**config.mk**
```make
export PLATFORM = sky130hd
export DESIGN_NAME = mem_controller
export DESIGN_NICKNAME = d
export VERILOG_FILES = /design/src/rtl/mem_controller.sv
export SDC_FILE = /design/constraint.sdc
export NUM_CORES = 1
export LEC_CHECK = 0
export CAP_MARGIN = 10
export CORE_UTILIZATION = 45
export DETAILED_ROUTE_END_ITERATION = 16
export PLACE_DENSITY = 0.69
export SYNTH_ARGS = -nofsm -noshare
export SYNTH_HDL_FRONTEND = slang
export SYNTH_SLANG_ARGS = --single-unit
```
**constraint.sdc**
```tcl
create_clock -name clk -period 3.3 [get_ports clk]
set_input_delay 0.495 -clock clk [delete_from_list [all_inputs] [get_ports clk]]
set_output_delay 0.495 -clock clk [all_outputs]
set_load 0.01 [all_outputs]
```
**src/rtl/mem_controller.sv**
```systemverilog
// Sequencing controller for the Conv1D weight/input/output SRAMs: file load/dump phases and the MAC compute sweep.
// Optional debug ports (step counter, weight load index) appear only when MEMCTRL_DEBUG_PORTS_EN is defined.
module mem_controller #(
    parameter int Weight_Addr_Width               = 2,
    parameter int Output_Addr_Width               = 1,
    parameter int Input_Addr_Width                = 3,
    parameter int Nums_SRAM_In                    = 2,
    parameter int Nums_SRAM_Out                   = 1,
    parameter int Nums_SRAM                       = Nums_SRAM_In + Nums_SRAM_Out,
    parameter int Weight_Nums                     = 3,
    parameter int Output_Nums                     = 2,
    parameter int Input_Nums                      = Weight_Nums + Output_Nums - 1,
    parameter int Nums_Pipeline_Stages            = 4,
    parameter int Pipeline_Tail                   = Nums_Pipeline_Stages - 1,
    parameter int Total_Computation_Steps_in_bits = 6,
    parameter int Total_Computation_Steps         = Weight_Nums * Output_Nums + Pipeline_Tail
) (
    input  logic                                     clk,
    input  logic                                     Mem_Reset,
    input  logic                                     Comp_Reset,
    input  logic                                     Weight_Mem_Index_Reset,
    input  logic                                     Output_Mem_Index_Reset,
    input  logic                                     Input_Mem_Index_Reset,
    input  logic                                     Weight_Loading_Signal,
    input  logic                                     Input_Loading_Signal,
    input  logic                                     Output_Loading_Signal,
    input  logic                                     Output_Writing_Signal,
    input  logic                                     Computing_Signal,
`ifdef MEMCTRL_DEBUG_PORTS_EN
    output logic [Total_Computation_Steps_in_bits:0] Computation_Step_Counter,
    output logic [Weight_Addr_Width:0]               Weight_Mem_Index,
`endif
    output logic                                     Weight_Loading_From_File,
    output logic                                     Input_Loading_From_File,
    output logic                                     Output_Loading_From_File,
    output logic                                     Output_Writing_To_File,
    output logic                                     Computing,
    output logic                                     Initial_Accumulate,
    output logic [Nums_SRAM-1:0]                     Mem_Clear,
    output logic [Nums_SRAM-1:0]                     En_Chip_Select,
    output logic [Nums_SRAM-1:0]                     En_Write,
    output logic [Nums_SRAM-1:0]                     En_Read,
    output logic [Weight_Addr_Width-1:0]             Weight_Addr_Read,
    output logic [Weight_Addr_Width-1:0]             Weight_Addr_Write,
    output logic [Input_Addr_Width-1:0]              Input_Addr_Read,
    output logic [Input_Addr_Width-1:0]              Input_Addr_Write,
    output logic [Output_Addr_Width-1:0]             Output_Addr_Read,
    output logic [Output_Addr_Width-1:0]             Output_Addr_Write
);

    localparam int SW  = Total_Computation_Steps_in_bits + 1;
    localparam int WIW = Weight_Addr_Width + 1;
    localparam int IIW = Input_Addr_Width + 1;
    localparam int OIW = Output_Addr_Width + 1;

    localparam logic [SW-1:0]                STEP_LAST = SW'(Total_Computation_Steps - 1);
    localparam logic [SW-1:0]                RD_END    = SW'(Weight_Nums * Output_Nums);
    localparam logic [SW-1:0]                WB_START  = SW'(Pipeline_Tail);
    localparam logic [WIW-1:0]               W_LAST    = WIW'(Weight_Nums - 1);
    localparam logic [IIW-1:0]               I_LAST    = IIW'(Input_Nums - 1);
    localparam logic [OIW-1:0]               O_LAST    = OIW'(Output_Nums - 1);
    localparam logic [Weight_Addr_Width-1:0] TAP_LAST  = Weight_Addr_Width'(Weight_Nums - 1);

    localparam logic [2:0] IDLE = 3'd0;
    localparam logic [2:0] LD_W = 3'd1;
    localparam logic [2:0] LD_I = 3'd2;
    localparam logic [2:0] LD_O = 3'd3;
    localparam logic [2:0] WR_O = 3'd4;
    localparam logic [2:0] COMP = 3'd5;

    logic [2:0]                   state, state_nxt;
    logic [WIW-1:0]               w_idx, w_idx_nxt;
    logic [IIW-1:0]               i_idx, i_idx_nxt;
    logic [OIW-1:0]               o_idx, o_idx_nxt;
    logic [SW-1:0]                step, step_nxt;
    // Tap/output counters for the read side and the lagging write-back side (avoids a divider).
    logic [Weight_Addr_Width-1:0] rd_k, rd_k_nxt, wb_k, wb_k_nxt;
    logic [Output_Addr_Width-1:0] rd_j, rd_j_nxt, wb_j, wb_j_nxt;

    always_comb begin
        state_nxt = state;
        w_idx_nxt = w_idx;
        i_idx_nxt = i_idx;
        o_idx_nxt = o_idx;
        step_nxt  = step;
        rd_k_nxt  = rd_k;
        rd_j_nxt  = rd_j;
        wb_k_nxt  = wb_k;
        wb_j_nxt  = wb_j;
        case (state)
            IDLE: begin
                if (Computing_Signal)           state_nxt = COMP;
                else if (Weight_Loading_Signal) state_nxt = LD_W;
                else if (Input_Loading_Signal)  state_nxt = LD_I;
                else if (Output_Loading_Signal) state_nxt = LD_O;
                else if (Output_Writing_Signal) state_nxt = WR_O;
            end
            LD_W: begin
                if (Weight_Mem_Index_Reset) w_idx_nxt = '0;
                else if (w_idx == W_LAST) begin
                    w_idx_nxt = '0;
                    state_nxt = IDLE;
                end else w_idx_nxt = w_idx + 1'b1;
            end
            LD_I: begin
                if (Input_Mem_Index_Reset) i_idx_nxt = '0;
                else if (i_idx == I_LAST) begin
                    i_idx_nxt = '0;
                    state_nxt = IDLE;
                end else i_idx_nxt = i_idx + 1'b1;
            end
            LD_O: begin
                if (Output_Mem_Index_Reset) o_idx_nxt = '0;
                else if (o_idx == O_LAST) begin
                    o_idx_nxt = '0;
                    state_nxt = IDLE;
                end else o_idx_nxt = o_idx + 1'b1;
            end
            WR_O: begin
                if (o_idx == O_LAST) begin
                    o_idx_nxt = '0;
                    state_nxt = IDLE;
                end else o_idx_nxt = o_idx + 1'b1;
            end
            COMP: begin
                if (Comp_Reset || step == STEP_LAST) begin
                    state_nxt = IDLE;
                    step_nxt  = '0;
                    rd_k_nxt  = '0;
                    rd_j_nxt  = '0;
                    wb_k_nxt  = '0;
                    wb_j_nxt  = '0;
                end else begin
                    step_nxt = step + 1'b1;
                    if (rd_k == TAP_LAST) begin
                        rd_k_nxt = '0;
                        rd_j_nxt = rd_j + 1'b1;
                    end else rd_k_nxt = rd_k + 1'b1;
                    // Write-back counters start advancing once the pipeline tail has elapsed.
                    if (step >= WB_START) begin
                        if (wb_k == TAP_LAST) begin
                            wb_k_nxt = '0;
                            wb_j_nxt = wb_j + 1'b1;
                        end else wb_k_nxt = wb_k + 1'b1;
                    end
                end
            end
            default: state_nxt = IDLE;
        endcase
    end

    logic                 ldw_on, ldi_on, ldo_on, dump_on, rd_on, wb_on;
    logic [Nums_SRAM-1:0] rd_vec, wr_vec;

    always_comb begin
        ldw_on  = (state_nxt == LD_W);
        ldi_on  = (state_nxt == LD_I);
        ldo_on  = (state_nxt == LD_O);
        dump_on = (state_nxt == WR_O);
        rd_on   = (state_nxt == COMP) && (step_nxt < RD_END);
        wb_on   = (state_nxt == COMP) && (step_nxt >= WB_START);
        rd_vec    = '0;
        wr_vec    = '0;
        rd_vec[0] = rd_on;
        rd_vec[1] = rd_on;
        rd_vec[2] = rd_on | dump_on;
        wr_vec[0] = ldw_on;
        wr_vec[1] = ldi_on;
        wr_vec[2] = ldo_on | wb_on;
    end

    // Outputs are registered from next-state values so they line up with the phase they describe.
    always_ff @(posedge clk or negedge Mem_Reset) begin
        if (!Mem_Reset) begin
            state                    <= IDLE;
            w_idx                    <= '0;
            i_idx                    <= '0;
            o_idx                    <= '0;
            step                     <= '0;
            rd_k                     <= '0;
            rd_j                     <= '0;
            wb_k                     <= '0;
            wb_j                     <= '0;
            Weight_Loading_From_File <= 1'b0;
            Input_Loading_From_File  <= 1'b0;
            Output_Loading_From_File <= 1'b0;
            Output_Writing_To_File   <= 1'b0;
            Computing                <= 1'b0;
            Initial_Accumulate       <= 1'b0;
            Mem_Clear                <= '1;
            En_Chip_Select           <= '0;
            En_Write                 <= '0;
            En_Read                  <= '0;
            Weight_Addr_Read         <= '0;
            Weight_Addr_Write        <= '0;
            Input_Addr_Read          <= '0;
            Input_Addr_Write         <= '0;
            Output_Addr_Read         <= '0;
            Output_Addr_Write        <= '0;
        end else begin
            state                    <= state_nxt;
            w_idx                    <= w_idx_nxt;
            i_idx                    <= i_idx_nxt;
            o_idx                    <= o_idx_nxt;
            step                     <= step_nxt;
            rd_k                     <= rd_k_nxt;
            rd_j                     <= rd_j_nxt;
            wb_k                     <= wb_k_nxt;
            wb_j                     <= wb_j_nxt;
            Weight_Loading_From_File <= ldw_on;
            Input_Loading_From_File  <= ldi_on;
            Output_Loading_From_File <= ldo_on;
            Output_Writing_To_File   <= dump_on;
            Computing                <= (state_nxt == COMP);
            Initial_Accumulate       <= rd_on && (rd_k_nxt == '0);
            Mem_Clear                <= '0;
            En_Read                  <= rd_vec;
            En_Write                 <= wr_vec;
            En_Chip_Select           <= rd_vec | wr_vec;
            if (ldw_on) Weight_Addr_Write <= w_idx_nxt[Weight_Addr_Width-1:0];
            if (ldi_on) Input_Addr_Write  <= i_idx_nxt[Input_Addr_Width-1:0];
            if (ldo_on) Output_Addr_Write <= o_idx_nxt[Output_Addr_Width-1:0];
            else if (wb_on) Output_Addr_Write <= wb_j_nxt;
            if (rd_on) begin
                Weight_Addr_Read <= rd_k_nxt;
                Input_Addr_Read  <= Input_Addr_Width'(rd_j_nxt) + Input_Addr_Width'(rd_k_nxt);
                Output_Addr_Read <= rd_j_nxt;
            end else if (dump_on) begin
                Output_Addr_Read <= o_idx_nxt[Output_Addr_Width-1:0];
            end
        end
    end

`ifdef MEMCTRL_DEBUG_PORTS_EN
    assign Computation_Step_Counter = step;
    assign Weight_Mem_Index         = w_idx;
`endif

endmodule

```
* Yosys cells after proc, flatten, opt, wreduce, memory -nomap -nowiden
Cells that the tools add are included.
** Word-level totals
- Bits in registers :: 55
- Output and inout bits :: 30
- Logic and storage cells :: 111
** Cells by class
- Muxes and demuxes :: 41
- Bitwise logic cells :: 3
- $lt $le $gt $ge :: 3
- Eq/ne operators :: 16
- Add/sub/neg operators :: 9
- Reductions and logical operators :: 11
** Operators with widths (count)
- 3-bit two-way mux :: 15
- 2-bit two-way mux :: 9
- 3-bit one-hot mux with 6 select lines :: 1
- 3-bit by 2-bit equality test with 1-bit output (second input constant) :: 5
- 7-bit by 2-bit >= comparator with 1-bit output (second input constant) :: 2
- 7-bit two-way mux :: 2
- 3-bit equality test (second input constant) :: 4
- 1-bit two-way mux :: 11
- 4-bit two-way mux :: 2
- 2-bit nonzero test :: 4
- 7-bit by 1-bit adder with 7-bit output (second input constant) :: 1
- 7-bit by 4-bit equality test with 1-bit output (second input constant) :: 1
- 7-bit by 3-bit less-than comparator with 1-bit output (second input constant) :: 1
- 2-bit by 1-bit adder with 2-bit output (second input constant) :: 3
- 3-bit by 1-bit equality test with 1-bit output (second input constant) :: 2
- 4-bit by 1-bit adder with 4-bit output (second input constant) :: 1
- 2-bit equality test (second input constant) :: 2
- 4-bit by 2-bit equality test with 1-bit output (second input constant) :: 1
- 2-bit one-hot mux with 2 select lines :: 1
- 1-bit by 2-bit adder with 3-bit output :: 1
- 3-bit by 1-bit adder with 3-bit output (second input constant) :: 1
- 1-bit logical AND :: 3
- 3-bit zero test :: 1
- 3-bit bitwise OR :: 1
- other kinds (6) :: 8

* Logic depth before layout (Yosys ltp)
- Depth after elaboration :: 10
- Gate-level depth with buffers :: 9
- Mapped depth without buffers :: 8

* Worst setup path before layout
No wires, ideal clock.
- Kind :: register to register
- From :: reg step[0]
- To :: reg Input_Addr_Read[1]
- Buffers on the path :: 1
- Stages on the path, launching flop included :: 9
- Clock period less this slack :: 2.224 ns
- Setup slack :: 1.076 ns
- Data arrival time :: 2.099 ns
- Cell sequence :: dfrtp_1 > inv_1 > ha_1 > a311o_1 > buf_6 > o31ai_1 > ha_1 > ha_1 > mux2_4
** Between the ends
- Elaborated cells between the ends (all ways) :: 15
- Classes of those cells :: add/sub (2); order compare (1); eq/ne (2); mux (8); reduce/logical (2)
** RTL lines
- from (decl) :: line 75 : logic [SW-1:0] step, step_nxt;
- from (signal assigned) :: line 205 : step <= step_nxt;
- 7-bit by 4-bit equality test with 1-bit output :: line 126 : if (Comp_Reset || step == STEP_LAST) begin
- 1-bit logical OR :: line 126
- 2-bit two-way mux :: line 126
- 2-bit two-way mux :: line 90 : case (state)
- named net rd_k_nxt[0] :: line 77 : logic [Weight_Addr_Width-1:0] rd_k, rd_k_nxt, wb_k, wb_k_nxt;
- 1-bit by 2-bit adder with 3-bit output :: line 226 : Input_Addr_Read <= Input_Addr_Width'(rd_j_nxt) + Input_Addr_Width'(rd_k_nxt);
- to (signal assigned) :: line 226
- to (decl) :: line 45 : output logic [Input_Addr_Width-1:0] Input_Addr_Read,
The timed path passes the listed nets, and every way through them passes these cells.
A chain may end at the register's enable or synchronous reset.

* Worst setup path after layout
- From :: reg step[4]
- To :: reg Weight_Addr_Read[1]
** Between the ends
- Word-level cells in the longest chain between the ends :: 6
- Elaborated cells between the ends (all ways) :: 12
- Classes of those cells :: add/sub (1); order compare (1); eq/ne (2); mux (6); reduce/logical (2)
** Ends and longest elaborated chain
- parallel branches: the longest is 6 deep, another holds 7-bit by 1-bit adder with 7-bit output
- to (signal assigned) :: line 225 : Weight_Addr_Read <= rd_k_nxt;
- to (decl) :: line 43 : output logic [Weight_Addr_Width-1:0] Weight_Addr_Read,
Parallel ways; which one is timed is not known.

==> metrics.cfg <==
[sta]
skew_ns=0.007657
min_period_over_period_pct=78.34
final_hold_viol_count=0
fmax_ghz=0.3868
tightest_slew_ns=0.6799
period_minus_slack_ns=2.585
slew_headroom_pct=54.68
setup_slack_ns=0.7148
slew_viol_final=0
setup_viol=0
rsz0062_at_grt=no
finalSetupTns_ns=0

[synth]
syn_avg_cell_area_um2=10.67
synth_cells=240
async_reset_ff_share_pct=100.0
ys_seq_area_share_pct=48.90
syn_nets=256
synth_enable_flop_cells=0
ys_types=57
synth_seq_cells=50
syn_area_mm2=0.002561
yosysWarnings=0
yosys_most_used_dff=dfrtp_1

[power_and_ir_drop]
power_leakage_nw=1.374
powerDensity_mw_per_mm2=832.2
ir_drop_mv=0.3874

[cells_and_area]
utilization_pct=56.06
nets=294
fin_area_mm2=0.003087
diodes=0
drive_gt1_share_pct=12.90
area_growth_pct=20.52

[run_status]
status=finished clean

[routing]
ant_nets=0
wl_um=5111
via_per_inst=5.430
met3_length_um=139
routed-wl-met2_um=2426
vias=1906
drt_iter0_drc=199
drtPass1Iterations=4
topRoutingLayerUsed=met4
wl_met1_um=2468
drc_errors=0
post_drt_wl_per_cell_um=14.56

[clock_tree]
cts_hold_buf=0
post_cts_resized=0
clk_latency_ns=0.31
cts_htree_levels=2
clock-root-buffer=clkbuf_8
cts_setup_buffers=0
cts_sinks=50
cts_tree=done
cts_inserted_buffers=5
cts_buffer_depth=2
path_clk_slew_ns=0.10

[critical_path]
crit_type=flop to flop
end_kind=flop
worstPathMaxFanout=9
start_kind=flop
cp.required_ns=3.50
critical_path_arrival_ns=2.78

[floorplanning]
fp.coreArea_mm2=0.005507
die_h_um=77.44
ioPinCount=41
rows=27
die_w_um=77.44
initial_utilization_pct=46.51
dieArea_mm2=0.005997

[place]
dpl_cell_area_mm2=0.002995
io_buffers=40
place_ws_ns=0.6271
dp_hpwl_um=3705
place_congestion=0.8078

[grt]
first_global_vias=1822
grt_antenna_before_repair=0
grt_usage_pct=18.23
grt_pass1_wl_um=8604
grt_max_degree=32
grt_overflow=0

[run]
cap_violations=0

[hold_path]
hold_class=input port to async pin

critical path, cell delays in order, from the launching register on:
cell and delay [ns]:
dfrtp_1 0.48, nor4_4 0.38, a311o_1 0.50, o22ai_4 0.12, a2111oi_4 0.48, nand2_4 0.18
mux2_4 0.33
area by class of cell:
| type | count | area, um^2 |
|---|---|---|
| fillers | 470 | 2420 |
| repair buffers | 43 | 417.9 |
| clock inverters | 3 | 22.52 |
| multi-input cells | 167 | 1194 |
| clock buffers | 5 | 68.82 |
| well taps | 72 | 90.09 |
| inverters | 11 | 41.29 |
| flip-flops and latches | 50 | 1252 |
power by group:
part | internal (W) | total, W | switching, W
clock network | 0.000154 | 0.000375 | 0.000221
logic | 0.000564 | 0.00114 | 0.000574
registers | 0.000822 | 0.00106 | 0.000235
kinds of logic after synthesis:
group                    after synthesis  synth area share (%)
AND/OR/NAND/NOR                       84                 18.86
AO/OA/AOI/OAI                         60                 17.25
flip-flops                            50                 48.90
buffers and inverters                 23                 4.494
multiplexers                          17                 7.914
adder cells (fa/ha/maj)                5                 2.443
other                                  1                0.1464
placed cells by master, fill, tap and decap left out, types with 4 or more instances in the layout:
cell	n
clkbuf_8	5
nor3_1	4
mux2_4	5
nor2_1	15
dfrtp_1	49
clkdlybuf4s50_1	39
a21oi_1	5
a21o_1	4
nand2_1	19
o21ai_0	19
nand2b_1	5
mux2i_1	6
inv_1	10
o31ai_1	5
nor2b_1	4
mux2_2	6
ha_1	5
nand3_1	7
final timing paths:
kind,cells past startpoint,slack [ns],to,startpoint
min reg2reg,1,0.52,Weight_Addr_Write[1],Weight_Addr_Write[1]
max in group asynchronous,2,2.32,Mem_Clear[1],Mem_Reset
min,1,0.21,w_idx[2],Mem_Reset
max,6,0.71,Weight_Addr_Read[1],step[4]
min in group clk,1,0.52,Weight_Addr_Write[1],Weight_Addr_Write[1]
max reg2reg,6,0.71,Weight_Addr_Read[1],step[4]
Yosys cell counts, drive strengths merged, types with 5 or more instances:
| cell type | count | share of area, % |
|---|---|---|
| a21oi | 5 | 0.98 |
| buf | 8 | 2.3 |
| dfrtp | 49 | 48 |
| ha | 5 | 2.4 |
| inv | 11 | 1.6 |
| mux2 | 11 | 5.6 |
| mux2i | 6 | 2.3 |
| nand2 | 20 | 3.2 |
| nand2b | 5 | 1.2 |
| nand3 | 7 | 1.4 |
| nor2 | 17 | 2.7 |
| o21ai | 23 | 4.9 |
| o31ai | 5 | 1.5 |
sequential cells by signal, summed over array words and instances, names as in the netlist, 3 cells and up:
signal            cells
En_Chip_Select        3
En_Write              3
Input_Addr_Read       3
Input_Addr_Write      3
i_idx                 4
state                 3
step                  7
w_idx                 3
metrics by stage:
stage / hold WS, ns / std cells / total power [W]
finish: 0.2114 / 351 / 0.002569
floorplan: 0.1994 / 240 / 0.001788
global placement: 0.4936 / 343 / 0.002186
CTS: 0.2431 / 351 / 0.002580
global route: 0.2494 / 351 / 0.002764
detailed placement: 0.4951 / 343 / 0.002203
per-layer routing:
metal,up-vias,global-route usage [%]
met2,31,27.96
met5,-,0
li1,946,-
met3,7,4.000
met4,0,5.660
met1,922,25.69
Power figures use the tool's default switching activity.
